<file path="src/rtl/rx_sample_packer_pkg.sv">
// Shared types and constants for the RX sample packer: FSM encoding,
// FIFO word width and the channel-count limit.
package rx_sample_packer_pkg;

    typedef enum logic {
        ST_IDLE = 1'b0,
        ST_EMIT = 1'b1
    } state_t;

    localparam int WORD_W  = 16;
    localparam int MAX_NCH = 4;
    // Enough to index the longest set: 2*MAX_NCH words.
    localparam int IDX_W   = 3;

endpackage

</file>
<file path="src/rtl/rx_word_mux.sv">
// Combinational word selector: picks the FIFO word for position idx of the
// held sample set, in 16-bit (I,Q per channel) or 8-bit packed mode.
module rx_word_mux
    import rx_sample_packer_pkg::*;
#(
    parameter int NCH = 2
) (
    input  logic [16*NCH-1:0] i_i,
    input  logic [16*NCH-1:0] q_i,
    input  logic [IDX_W-1:0]  idx_i,
    input  logic              width8_i,
    output logic [WORD_W-1:0] data_o
);

    always_comb begin
        data_o = '0;
        for (int c = 0; c < NCH; c++) begin
            if (width8_i) begin
                // Truncate to the top byte of each component, I in the high byte.
                if (idx_i == IDX_W'(c))
                    data_o = {i_i[16*c+8 +: 8], q_i[16*c+8 +: 8]};
            end else begin
                if (idx_i == IDX_W'(2*c))
                    data_o = i_i[16*c +: 16];
                else if (idx_i == IDX_W'(2*c+1))
                    data_o = q_i[16*c +: 16];
            end
        end
    end

endmodule

</file>
<file path="src/rtl/rx_sample_packer.sv">
// Serialises one DDC sample set (all channels) into a 16-bit FIFO write
// stream, with back-to-back acceptance on the final write and sticky overrun.
module rx_sample_packer
    import rx_sample_packer_pkg::*;
#(
    parameter int NCH = 2
) (
    input  logic              clock,
    input  logic              reset,
    input  logic              enable,
    input  logic              width8,
    input  logic              strobe_in,
    input  logic [16*NCH-1:0] i_in,
    input  logic [16*NCH-1:0] q_in,
    input  logic              fifo_full,
    output logic              fifo_wr,
    output logic [WORD_W-1:0] fifo_data,
    output logic              busy,
    output logic              overrun,
    input  logic              clear_overrun,
    output state_t            dbg_state
);

    localparam logic [IDX_W-1:0] LAST16 = IDX_W'(2*NCH-1);
    localparam logic [IDX_W-1:0] LAST8  = IDX_W'(NCH-1);

    state_t            state_q, state_d;
    logic [IDX_W-1:0]  idx_q, idx_d;
    logic [16*NCH-1:0] hold_i_q, hold_i_d;
    logic [16*NCH-1:0] hold_q_q, hold_q_d;
    logic              hold_w8_q, hold_w8_d;
    logic              overrun_q, overrun_d;

    logic              emit;
    logic              wr;
    logic              final_wr;
    logic              accept;
    logic              ovr_set;
    logic [WORD_W-1:0] mux_data;

    // Control decisions depend only on registered state plus fifo_full/strobe.
    assign emit     = (state_q == ST_EMIT);
    assign wr       = emit & ~fifo_full;
    assign final_wr = wr & (idx_q == (hold_w8_q ? LAST8 : LAST16));
    assign accept   = strobe_in & enable & (~emit | final_wr);
    assign ovr_set  = strobe_in & enable & emit & ~final_wr;

    always_ff @(posedge clock) begin
        if (reset) begin
            state_q   <= ST_IDLE;
            idx_q     <= '0;
            hold_i_q  <= '0;
            hold_q_q  <= '0;
            hold_w8_q <= 1'b0;
            overrun_q <= 1'b0;
        end else begin
            state_q   <= state_d;
            idx_q     <= idx_d;
            hold_i_q  <= hold_i_d;
            hold_q_q  <= hold_q_d;
            hold_w8_q <= hold_w8_d;
            overrun_q <= overrun_d;
        end
    end

    always_comb begin
        state_d   = state_q;
        idx_d     = idx_q;
        hold_i_d  = hold_i_q;
        hold_q_d  = hold_q_q;
        hold_w8_d = hold_w8_q;
        if (!enable) begin
            state_d = ST_IDLE;
            idx_d   = '0;
        end else if (accept) begin
            state_d   = ST_EMIT;
            idx_d     = '0;
            hold_i_d  = i_in;
            hold_q_d  = q_in;
            hold_w8_d = width8;
        end else if (final_wr) begin
            state_d = ST_IDLE;
            idx_d   = '0;
        end else if (wr) begin
            idx_d = idx_q + IDX_W'(1);
        end

        // Set beats clear when both happen in the same cycle.
        if (ovr_set)
            overrun_d = 1'b1;
        else if (clear_overrun)
            overrun_d = 1'b0;
        else
            overrun_d = overrun_q;
    end

    rx_word_mux #(.NCH(NCH)) u_mux (
        .i_i      (hold_i_q),
        .q_i      (hold_q_q),
        .idx_i    (idx_q),
        .width8_i (hold_w8_q),
        .data_o   (mux_data)
    );

    always_comb begin
        fifo_wr   = wr;
        fifo_data = emit ? mux_data : '0;
        busy      = emit;
        overrun   = overrun_q;
        dbg_state = state_q;
    end

endmodule

</file>
<file path="config.mk">
export PLATFORM = sky130hd
export DESIGN_NAME = rx_sample_packer
export DESIGN_NICKNAME = d
export VERILOG_FILES = /design/src/rtl/rx_sample_packer_pkg.sv /design/src/rtl/rx_word_mux.sv /design/src/rtl/rx_sample_packer.sv
export SDC_FILE = /design/constraint.sdc
export NUM_CORES = 1
export LEC_CHECK = 0
export BUFFER_PORTS_ARGS = -buffer_cell sky130_fd_sc_hd__buf_2
export CORE_MARGIN = 1.5
export CORE_UTILIZATION = 53
export CTS_CLUSTER_SIZE = 28
export DETAILED_ROUTE_END_ITERATION = 8
export PLACE_DENSITY = 0.82
export SLEW_MARGIN = 10
export SYNTH_ARGS = -nofsm -noshare
export SYNTH_HDL_FRONTEND = slang
export SYNTH_SLANG_ARGS = --single-unit
</file>
<file path="constraint.sdc">
create_clock -name clock -period 2.1 [get_ports clock]
set_input_delay 0.21 -clock clock [delete_from_list [all_inputs] [get_ports clock]]
set_output_delay 0.21 -clock clock [all_outputs]
set_load 0.01 [all_outputs]
</file>
### Word level (Yosys, flattened, before mapping)

Index checks and enable logic that the tools add are counted.
Widths: inputs -> output; s select.

* eq/ne operators: 4
* reductions and logical operators: 6
* multiplexer cells: 14
* add/subtract/negate cells: 1
* bitwise logic cells: 11

Operators by type and width (number)
* $mux 16: 9
* $and 1x1->1: 6
* $eq 3x2->1 const B: 2
* $mux 1: 4
* $not 1->1: 4
* $reduce_bool 2->1: 2
* $reduce_or 4->1: 1
* $add 3x1->3 const B: 1
* $eq 3x1->1 const B: 1
* $eq 3x2->1: 1
* $logic_not 3->1: 1
* $mux 2: 1
* $reduce_and 2->1: 1
* $reduce_or 2->1: 1
* $or 1x1->1: 1

* register bits: 70
* input port bits: 71
* logic and storage cells: 42
* output and inout bits: 20

### Logic depth before layout (Yosys ltp)

Gate-level depths: netlist of run 1.

* depth in word-level cells: 8
* mapped depth: 8
* gate-level depth less buffers: 5

### Modules after synthesis

A second synthesis of run 1 with hierarchy kept.

* cell total of the unflattened synthesis: 762
* area total of the unflattened synthesis: 5959.5 sq um

Modules (own cells, without submodules)
* rx_sample_packer: instances 1, seq. area each 1401.3 sq um, area each 5212.5 sq um, cells each 665
* rx_word_mux: instances 1, seq. area each 0.0 sq um, area each 747.0 sq um, cells each 97

### Least setup slack after synthesis of run 1

No wires, ideal clock.

* kind: reg2out
* start point: reg idx_q[1]
* end point: out fifo_data[10]
* required time: 1.890 ns
* stages on the path, launching flop included: 7
* path buffers: 1
* setup slack: -0.040 ns
* data arrival time: 1.930 ns
* path through: dfxtp_1 > inv_1 > ha_1 > clkbuf_1 > nor4b_2 > a221oi_1 > o31ai_1

* cells in the longest elaborated chain, start to end: 8
* elaborated cells between the ends (all ways): 13
* classes of those cells: 3 x eq/ne; 9 x mux; 1 x reduce/logical

Ends and longest elaborated chain
* start: declaration: line rx_sample_packer.sv:28 `logic [IDX_W-1:0] idx_q, idx_d;`
* start signal: assignment: line rx_sample_packer.sv:58 `idx_q <= idx_d;`
* $eq 3x1->1: line rx_word_mux.sv:20, rx_word_mux.sv:25
* $mux 16: line rx_word_mux.sv:25 `else if (idx_i == IDX_W'(2*c+1))`
* $mux 16: line rx_word_mux.sv:23 `if (idx_i == IDX_W'(2*c))`
* $mux 16: line rx_word_mux.sv:18 `if (width8_i) begin`
* $mux 16: line rx_word_mux.sv:25
* $mux 16: line rx_word_mux.sv:23
* $mux 16 (*): line rx_word_mux.sv:18
* $mux 16 (*): line rx_sample_packer.sv:107 `fifo_data = emit ? mux_data : '0;`
* end: declaration: line rx_sample_packer.sv:17 `output logic [WORD_W-1:0] fifo_data,`

Every way passes the cells marked *; elsewhere a longest branch is shown, timed or not.

### Final worst setup path of run 1

* start point: reg idx_q[0]
* end point: out fifo_data[7]

The elaborated chain is that of the path after synthesis.

==> results.sh, run 1 <==
export IMPL_synth_nets=915
export IMPL_synthCells=839
export IMPL_slowest_stage="dfxtp_4"
export IMPL_hp_class="primary input to flop"
export IMPL_critPathLaunchType="flop"
export IMPL_slew_violations=0
export IMPL_hold_viol_final=0
export IMPL_core_area_sq_um=11900
export IMPL_skew_ns=0.00717
export IMPL_grt_overflow_total=0
export IMPL_dp_cells=1003
export IMPL_grt_max_degree=84
export IMPL_cts_tree="done"
export IMPL_arrival_ns=2.10
export IMPL_syn2layout_area_growth_pct=21.7
export IMPL_setup_viol=16
export IMPL_io_pins=91
export IMPL_synthTopCellsByCount="nand2_1, nand2b_1, clkbuf_1, dfxtp_1, nor3b_1"
export IMPL_leakage_nw=2.63
export IMPL_grt_pass1_vias=6111
export IMPL_period_share=1.10
export IMPL_drt_total_wl_mm=21.5
export IMPL_path_max_fanout=11
export IMPL_maxSlewHeadroom=0.720
export IMPL_cp_cell_sequence="buf_12 > ha_4 > buf_12 > nor3b_2 > buf_4 > a22oi_1 > o211ai_1 > buf_2"
export IMPL_utilization=0.655
export IMPL_fmax_mhz=433
export IMPL_holdWs_ns=0.140
export IMPL_clkTransAtPathRegs_ns=0.06
export IMPL_violations="negative setup slack"
export IMPL_drc_errors=0
export IMPL_drtPass1Iterations=6
export IMPL_finalInstanceArea_sq_um=7810
export IMPL_postRouteAntennaNets=0
export IMPL_max_vdd_ir_drop_uv=404
export IMPL_root_buffer="clkbuf_16"
export IMPL_netlist_area_sq_um=6420
export IMPL_layout_nets=952
export IMPL_die_h_microns=113
export IMPL_rsz0062_at_grt="yes"
export IMPL_cap_violations=0
export IMPL_final_layout_size_suffix_gt1_frac=0.237
export IMPL_synthFlopType="dfxtp_1"
export IMPL_synth_seq_area_share=0.218
export IMPL_yosysWarnings=0
export IMPL_numCtsBuffers=9
export IMPL_grt_pass1_wl_mm=33.0
export IMPL_slowest_delay_ns=0.39
export IMPL_vias_per_cell=7.09
export IMPL_worstMarginPinSlew_ns=0.420
export IMPL_post_route_min_period_ns=2.31
export IMPL_dp_slack_ns=0.0327
export IMPL_vias=7291
export IMPL_routedWlPerCell_microns=20.9
export IMPL_place_hpwl_mm=12.8
export IMPL_power_density_nw_per_um2=472
export IMPL_synth_edf_count=0
export IMPL_reg2reg_depth=5
export IMPL_dieArea_sq_um=12800
export IMPL_clkSinkCount=70
export IMPL_required_ns=1.89
export IMPL_worst_path_buf_inv=4
export IMPL_start_util=0.539
export IMPL_antenna_found_initial=0
export IMPL_clock_path_buffers=2
export IMPL_synth_area_per_cell_sq_um=7.65
export IMPL_place_area_sq_um=7110
export IMPL_grtUsageTotal=0.317
export IMPL_htreeDepth=3
export IMPL_synth_top_area_frac=0.218
export IMPL_gp_congestion=0.970
export IMPL_end_kind="output port"
export IMPL_layout_cells_non_filler=1028
export IMPL_rows=40
export IMPL_worst_path_stages=8
export IMPL_yosysUniqueCellTypes=41
export IMPL_synth_seq_cells=70
export IMPL_synth_most_common_cell="nand2_1"
export IMPL_clock_latency_ns=0.34
export IMPL_diodes=0
export IMPL_setup_ws_ns=-0.207
export IMPL_port_buffers=90
export IMPL_synth_top_cell_by_area="dfxtp_1"
export IMPL_status="complete, but fails checks"
export IMPL_first_iter_violations=1349
export IMPL_synth_area_leaders="dfxtp_1, nor4b_1, nor3b_1"
export IMPL_cp_top_family="buffers and inverters"
export IMPL_async_reset_ff_frac=0
export IMPL_path_class="flop to output port"
export IMPL_die_w_microns=113
export IMPL_hold_depth=3
export IMPL_crit_path_frequent_cell="buf_12"
-- layer usage --
metal | global-route usage | vias to the layer above | share of wire
met5 | 0 | - | 0
met3 | 0.0386 | 119 | 0.091
met2 | 0.469 | 481 | 0.45
li1 | - | 3299 | -
met1 | 0.460 | 3392 | 0.40
met4 | 0.140 | 0 | 0.057
-- cells in the final DEF (no fill, tap or decap), types with 6 or more instances in the layout --
cell,n
buf_2,89
nor4b_1,65
a21o_1,8
o211ai_1,17
a22oi_1,7
nand3_1,7
buf_4,31
nor3b_1,66
dfxtp_1,66
nand2_1,90
nand2b_1,78
clkbuf_16,11
nor4_1,65
nor2b_1,9
a21oi_1,13
a211oi_1,65
nand3b_1,17
buf_12,18
nor4bb_4,6
a311o_1,9
or4_1,65
-- through the flow --
| step | power [mW] | TNS [ns] |
|---|---|---|
| floorplan | 1.93 | 0 |
| global placement | 2.17 | 0 |
| detailed placement | 2.18 | 0 |
| CTS | 3.61 | -0.738 |
| global route | 3.79 | -2.31 |
| finish | 3.68 | -1.67 |
-- state kept, by name (all words and copies together) (netlist names) --
signal     flops
hold_w8_q      1
hold_i_q      32
hold_q_q      32
busy           1
idx_q          3
overrun        1
-- final cells by class --
cell class | count | area (sq um)
clock inverter | 4 | 22.5
clock buffer | 12 | 246
fill | 943 | 4110
timing repair buffer | 145 | 1140
inverter | 5 | 21.3
sequential | 70 | 1410
tap | 147 | 184
multi-input combinational | 645 | 4770
-- cells by family (layout without fill, tap and decap cells) --
group	after synthesis	in the layout	share of synthesized area
compound gates	140	140	0.164
xor+xnor	3	3	0.00644
fa+ha+maj	5	5	0.00975
buf+inv	124	166	0.0893
flops	70	70	0.218
simple gates	497	497	0.512
-- path summary, 6_finish.rpt --
check,from,end,slack [ns]
setup / recovery,idx_q[0],fifo_data[7],-0.21
hold / removal,clear_overrun,overrun,0.14
setup reg to reg,hold_w8_q,hold_i_q[16],0.13
hold reg to reg,overrun,overrun,0.48
-- power by group --
part / switching [mW] / total [mW] / internal, mW
clock: 0.631 / 1.46 / 0.828
combinational: 0.400 / 0.718 / 0.318
sequential: 0.104 / 1.50 / 1.40
total: 1.14 / 3.68 / 2.55
-- tightest hold or removal path, cell delays in order --
cell and delay (ns):
buf_2 0.07, nand2b_1 0.09, a21oi_1 0.06
-- repair_timing --
action / 4_1_cts / 5_1_grt
pin swaps: 13 / 11
setup endpoints to repair: 16 / 16
cloned: 0 / 2
resized for setup: 37 / 22
hold buffers: 0 / 0
setup buffers: 4 / 3
(Power assumes the default switching activity.)
==> inputs of run 2 (changes only) <==
--- a/config.mk
+++ b/config.mk
@@ -6,11 +6,13 @@
 export NUM_CORES = 1
 export LEC_CHECK = 0
 export BUFFER_PORTS_ARGS = -buffer_cell sky130_fd_sc_hd__buf_2
+export CELL_PAD_IN_SITES_DETAIL_PLACEMENT = 1
+export CELL_PAD_IN_SITES_GLOBAL_PLACEMENT = 2
 export CORE_MARGIN = 1.5
-export CORE_UTILIZATION = 53
+export CORE_UTILIZATION = 37
 export CTS_CLUSTER_SIZE = 28
 export DETAILED_ROUTE_END_ITERATION = 8
-export PLACE_DENSITY = 0.82
+export PLACE_DENSITY = 0.92
 export SLEW_MARGIN = 10
 export SYNTH_ARGS = -nofsm -noshare
 export SYNTH_HDL_FRONTEND = slang
==> constraint.sdc (replaced) <==
create_clock -name clock -period 3 [get_ports clock]
set_input_delay 0.3 -clock clock [delete_from_list [all_inputs] [get_ports clock]]
set_output_delay 0.3 -clock clock [all_outputs]
set_load 0.01 [all_outputs]
==> results.sh, run 2 (synthesized netlist as in run 1, its figures left out) <==
export IMPL_syn2layout_area_growth_pct=12.9
export IMPL_drt_total_wl_mm=22.4
export IMPL_drc_errors=0
export IMPL_io_pins=91
export IMPL_postRouteAntennaNets=0
export IMPL_arrival_ns=2.58
export IMPL_worstMarginPinSlew_ns=0.931
export IMPL_cp_cell_sequence="inv_1 > ha_1 > buf_4 > nand3b_1 > and3_1 > o31ai_1 > buf_2"
export IMPL_die_h_microns=135
export IMPL_setup_ws_ns=0.124
export IMPL_reg2reg_depth=4
export IMPL_place_hpwl_mm=14.6
export IMPL_grt_pass1_wl_mm=36.1
export IMPL_hp_class="primary input to flop"
export IMPL_core_area_sq_um=16800
export IMPL_post_route_min_period_ns=2.88
export IMPL_antenna_found_initial=0
export IMPL_status="finished clean"
export IMPL_clock_path_buffers=2
export IMPL_fin_setup_tns_ns=0
export IMPL_cts_tree="done"
export IMPL_diodes=0
export IMPL_slowest_stage="dfxtp_1"
export IMPL_fmax_mhz=348
export IMPL_gp_congestion=0.914
export IMPL_start_util=0.383
export IMPL_setup_viol=0
export IMPL_power_density_nw_per_um2=365
export IMPL_grt_pass1_vias=6501
export IMPL_hold_depth=3
export IMPL_clkSinkCount=70
export IMPL_leakage_nw=2.39
export IMPL_cap_violations=0
export IMPL_end_kind="output port"
export IMPL_seqCellArea_sq_um=1410
export IMPL_multi_input_area_sq_um=4490
export IMPL_first_iter_violations=589
export IMPL_cts_setup_buffers=0
export IMPL_dp_slack_ns=0.391
export IMPL_vias=6754
export IMPL_routedWlPerCell_microns=21.0
export IMPL_rsz0062_at_grt="no"
export IMPL_grt_overflow_total=0
export IMPL_path_class="flop to output port"
export IMPL_critPathLaunchType="flop"
export IMPL_ff2ff_setup_slack_ns=0.64
export IMPL_final_layout_size_suffix_gt1_frac=0.166
export IMPL_hold_buffers=0
export IMPL_root_buffer="clkbuf_16"
export IMPL_path_max_fanout=11
export IMPL_holdPathEnd="overrun"
export IMPL_grtUsageTotal=0.250
export IMPL_grt_max_degree=138
export IMPL_rows=47
export IMPL_htreeDepth=3
export IMPL_slowest_delay_ns=0.61
export IMPL_port_buffers=90
export IMPL_final_common_cell="nand2_1"
export IMPL_clkTransAtPathRegs_ns=0.06
export IMPL_skew_ns=0.00450
export IMPL_numCtsBuffers=9
export IMPL_period_share=0.959
export IMPL_max_vdd_ir_drop_uv=277
export IMPL_final_cell_mix="nand2_1, buf_2, nand2b_1"
export IMPL_reg_top3="hold_i_q (32), hold_q_q (32), idx_q (3)"
export IMPL_required_ns=2.70
export IMPL_fill_cells=2052
export IMPL_drtPass1Iterations=5
export IMPL_slew_violations=0
export IMPL_dieArea_sq_um=18100
export IMPL_hold_viol_final=0
export IMPL_hp_start="clear_overrun"
export IMPL_r2r_start="hold_w8_q"
export IMPL_maxSlewHeadroom=0.379
export IMPL_die_w_microns=135
export IMPL_layout_nets=922
export IMPL_vias_per_cell=6.31
export IMPL_clock_latency_ns=0.35
export IMPL_r2r_end="hold_i_q[26]"
run 2: worst max path at each step:
| stage | slack (ns) | startpoint | to | cells past startpoint |
|---|---|---|---|---|
| global placement | 0.51 | idx_q[1] | fifo_data[1] | 7 |
| global route | 0.008 | idx_q[1] | fifo_data[8] | 7 |
| floorplan | 0.77 | idx_q[1] | fifo_data[10] | 6 |
| finish | 0.12 | idx_q[1] | fifo_data[15] | 7 |
| detailed placement | 0.39 | idx_q[1] | fifo_data[6] | 7 |
| CTS | 0.006 | idx_q[1] | fifo_data[6] | 7 |
run 2: per-stage QoR:
| step | std cells | utilization | area (sq um) | hold WS (ns) | total power [mW] |
|---|---|---|---|---|---|
| 2_1_floorplan | 839 | - | 6420 | 0.450 | 1.35 |
| 5_1_grt | 1071 | 0.432 | 7240 | 0.217 | 2.75 |
| 6_report | 1071 | 0.432 | 7240 | 0.211 | 2.64 |
| 4_1_cts | 1071 | 0.432 | 7240 | 0.204 | 2.66 |
| 3_3_place_gp | 1055 | 0.414 | 6940 | 0.462 | 1.52 |
| 3_5_place_dp | 1055 | 0.414 | 6940 | 0.465 | 1.53 |
run 2: what timing repair did:
item	4_1_cts	5_1_grt
hold endpoints to repair	0	0
resized for setup	0	1
setup endpoints to repair	0	8
run 2: routing by layer:
metal	global-route usage	vias up	wire, microns
li1	-	3235	-
met1	0.345	3349	10500
met2	0.400	142	10600
met3	0.0375	28	781
met4	0.0830	0	556
met5	0	-	0
run 2: critical path, delay by kind of cell (launching register included):
family | cells | cell delay (ns)
fa+ha+maj | 1 | 0.32
flops | 1 | 0.61
compound gates | 1 | 0.39
buf+inv | 3 | 0.56
simple gates | 2 | 0.33
run 2: power breakdown:
| part | leakage (nW) | internal, mW | switching [mW] |
|---|---|---|---|
| Clock | 0.146 | 0.688 | 0.439 |
| Sequential | 0.573 | 0.982 | 0.0692 |
| Combinational | 1.67 | 0.190 | 0.274 |
| Total | 2.39 | 1.86 | 0.783 |
run 2: cell type report:
cell class,count,share of cell area
sequential,70,0.194
inverter,5,0.00259
multi-input combinational,645,0.619
clock buffer,13,0.0359
clock inverter,3,0.00587
timing repair buffer,115,0.104
tap,220,0.0380
==> inputs of run 3 (changes only) <==
--- a/config.mk
+++ b/config.mk
@@ -12,7 +12,7 @@
 export CORE_UTILIZATION = 37
 export CTS_CLUSTER_SIZE = 28
 export DETAILED_ROUTE_END_ITERATION = 8
-export PLACE_DENSITY = 0.92
+export PLACE_DENSITY = 0.95
 export SLEW_MARGIN = 10
 export SYNTH_ARGS = -nofsm -noshare
 export SYNTH_HDL_FRONTEND = slang
==> results.sh, run 3 (synthesized netlist as in run 1, its figures left out) <==
export IMPL_grt_pass1_wl_mm=35.8
export IMPL_end_kind="output port"
export IMPL_startpoint="idx_q[0]"
export IMPL_utilization=0.433
export IMPL_htreeDepth=3
export IMPL_holdWs_ns=0.215
export IMPL_max_vdd_ir_drop_uv=251
export IMPL_vias_per_cell=6.34
export IMPL_start_util=0.383
export IMPL_io_pins=91
export IMPL_path_class="flop to output port"
export IMPL_crit_path_end="fifo_data[12]"
export IMPL_clkSinkCount=70
export IMPL_leakage_nw=2.40
export IMPL_cts_setup_buffers=0
export IMPL_r2r_start="idx_q[2]"
export IMPL_drt_total_wl_mm=22.2
export IMPL_setup_viol=0
export IMPL_grtUsageTotal=0.247
export IMPL_rsz0062_at_grt="no"
export IMPL_hp_class="primary input to flop"
export IMPL_arrival_ns=2.50
export IMPL_layout_nets=925
export IMPL_fill_cells=2094
export IMPL_clock_latency_ns=0.35
export IMPL_hold_buffers=0
export IMPL_dieArea_sq_um=18100
export IMPL_reg2reg_depth=5
export IMPL_gp_congestion=0.910
export IMPL_post_route_min_period_ns=2.80
export IMPL_clock_path_buffers=2
export IMPL_die_h_microns=135
export IMPL_slew_violations=0
export IMPL_place_hpwl_mm=14.8
export IMPL_reg_top3="hold_i_q (32), hold_q_q (32), idx_q (3)"
export IMPL_final_layout_size_suffix_gt1_frac=0.171
export IMPL_numCtsBuffers=9
export IMPL_postRouteAntennaNets=0
export IMPL_antenna_found_initial=0
export IMPL_grt_max_degree=111
export IMPL_fin_setup_tns_ns=0
export IMPL_required_ns=2.70
export IMPL_core_area_sq_um=16800
export IMPL_cap_violations=0
export IMPL_cts_tree="done"
export IMPL_final_cell_mix="nand2_1, buf_2, nand2b_1"
export IMPL_hold_viol_final=0
export IMPL_grt_overflow_total=0
export IMPL_path_max_fanout=18
export IMPL_period_share=0.932
export IMPL_clkTransAtPathRegs_ns=0.06
export IMPL_syn2layout_area_growth_pct=13.0
export IMPL_seqCellArea_sq_um=1410
export IMPL_vias=6807
export IMPL_port_buffers=90
export IMPL_maxSlewHeadroom=0.544
export IMPL_worstMarginPinSlew_ns=0.684
export IMPL_ff2ff_setup_slack_ns=0.64
export IMPL_cts_resized=0
export IMPL_multi_input_area_sq_um=4480
export IMPL_routedWlPerCell_microns=20.7
export IMPL_power_density_nw_per_um2=364
export IMPL_first_iter_violations=555
export IMPL_power_total_mw=2.64
export IMPL_skew_ns=0.00507
export IMPL_drc_errors=0
export IMPL_critPathLaunchType="flop"
export IMPL_status="finished clean"
export IMPL_fmax_mhz=358
export IMPL_final_common_cell="nand2_1"
export IMPL_die_w_microns=135
export IMPL_diodes=0
export IMPL_rows=47
export IMPL_r2r_end="hold_i_q[9]"
export IMPL_drtPass1Iterations=5
export IMPL_root_buffer="clkbuf_16"
export IMPL_grt_pass1_vias=6433
-- run 3: layout make-up --
type | count | share of cell area
inverters | 5 | 0.00259
repair buffers | 118 | 0.106
flip-flops and latches | 70 | 0.194
well taps | 220 | 0.0380
clock inverters | 3 | 0.00587
clock buffers | 13 | 0.0359
multi-input cells | 645 | 0.618
-- run 3: worst min path at each step --
stage                        startpoint       to  cells past startpoint
after floorplan               strobe_in     busy                      2
after global placement          overrun  overrun                      2
after detailed placement        overrun  overrun                      2
after CTS                 clear_overrun  overrun                      3
after global routing      clear_overrun  overrun                      3
final                     clear_overrun  overrun                      3
-- run 3: stage by stage --
| step | worst slack, ns | area, sq um | instances |
|---|---|---|---|
| after floorplan | 0.770 | 6420 | 839 |
| after global placement | 0.564 | 6950 | 1058 |
| after detailed placement | 0.455 | 6950 | 1058 |
| after CTS | 0.0524 | 7250 | 1074 |
| after global routing | 0.0671 | 7250 | 1074 |
| final | 0.205 | 7250 | 1074 |
-- run 3: where the power goes --
part	leakage [nW]	internal, mW	total [mW]	switching [mW]
Clock	0.146	0.689	1.13	0.441
Combinational	1.68	0.188	0.452	0.264
Sequential	0.573	0.982	1.06	0.0763
Total	2.40	1.86	2.64	0.781
-- run 3: worst max-delay path, stage by stage (launching register included) --
cell and delay (ns):
dfxtp_2 0.43, inv_1 0.12, ha_1 0.46, nand2b_1 0.37
nand3_1 0.12, o31ai_1 0.42, buf_2 0.22
-- run 3: layer usage --
metal  global-route usage  vias up  part of all wire
met5                    0        -                 0
met4               0.0830        0             0.026
met3               0.0372       32             0.040
met2                0.391      144              0.47
met1                0.344     3388              0.47
li1                     -     3243                 -
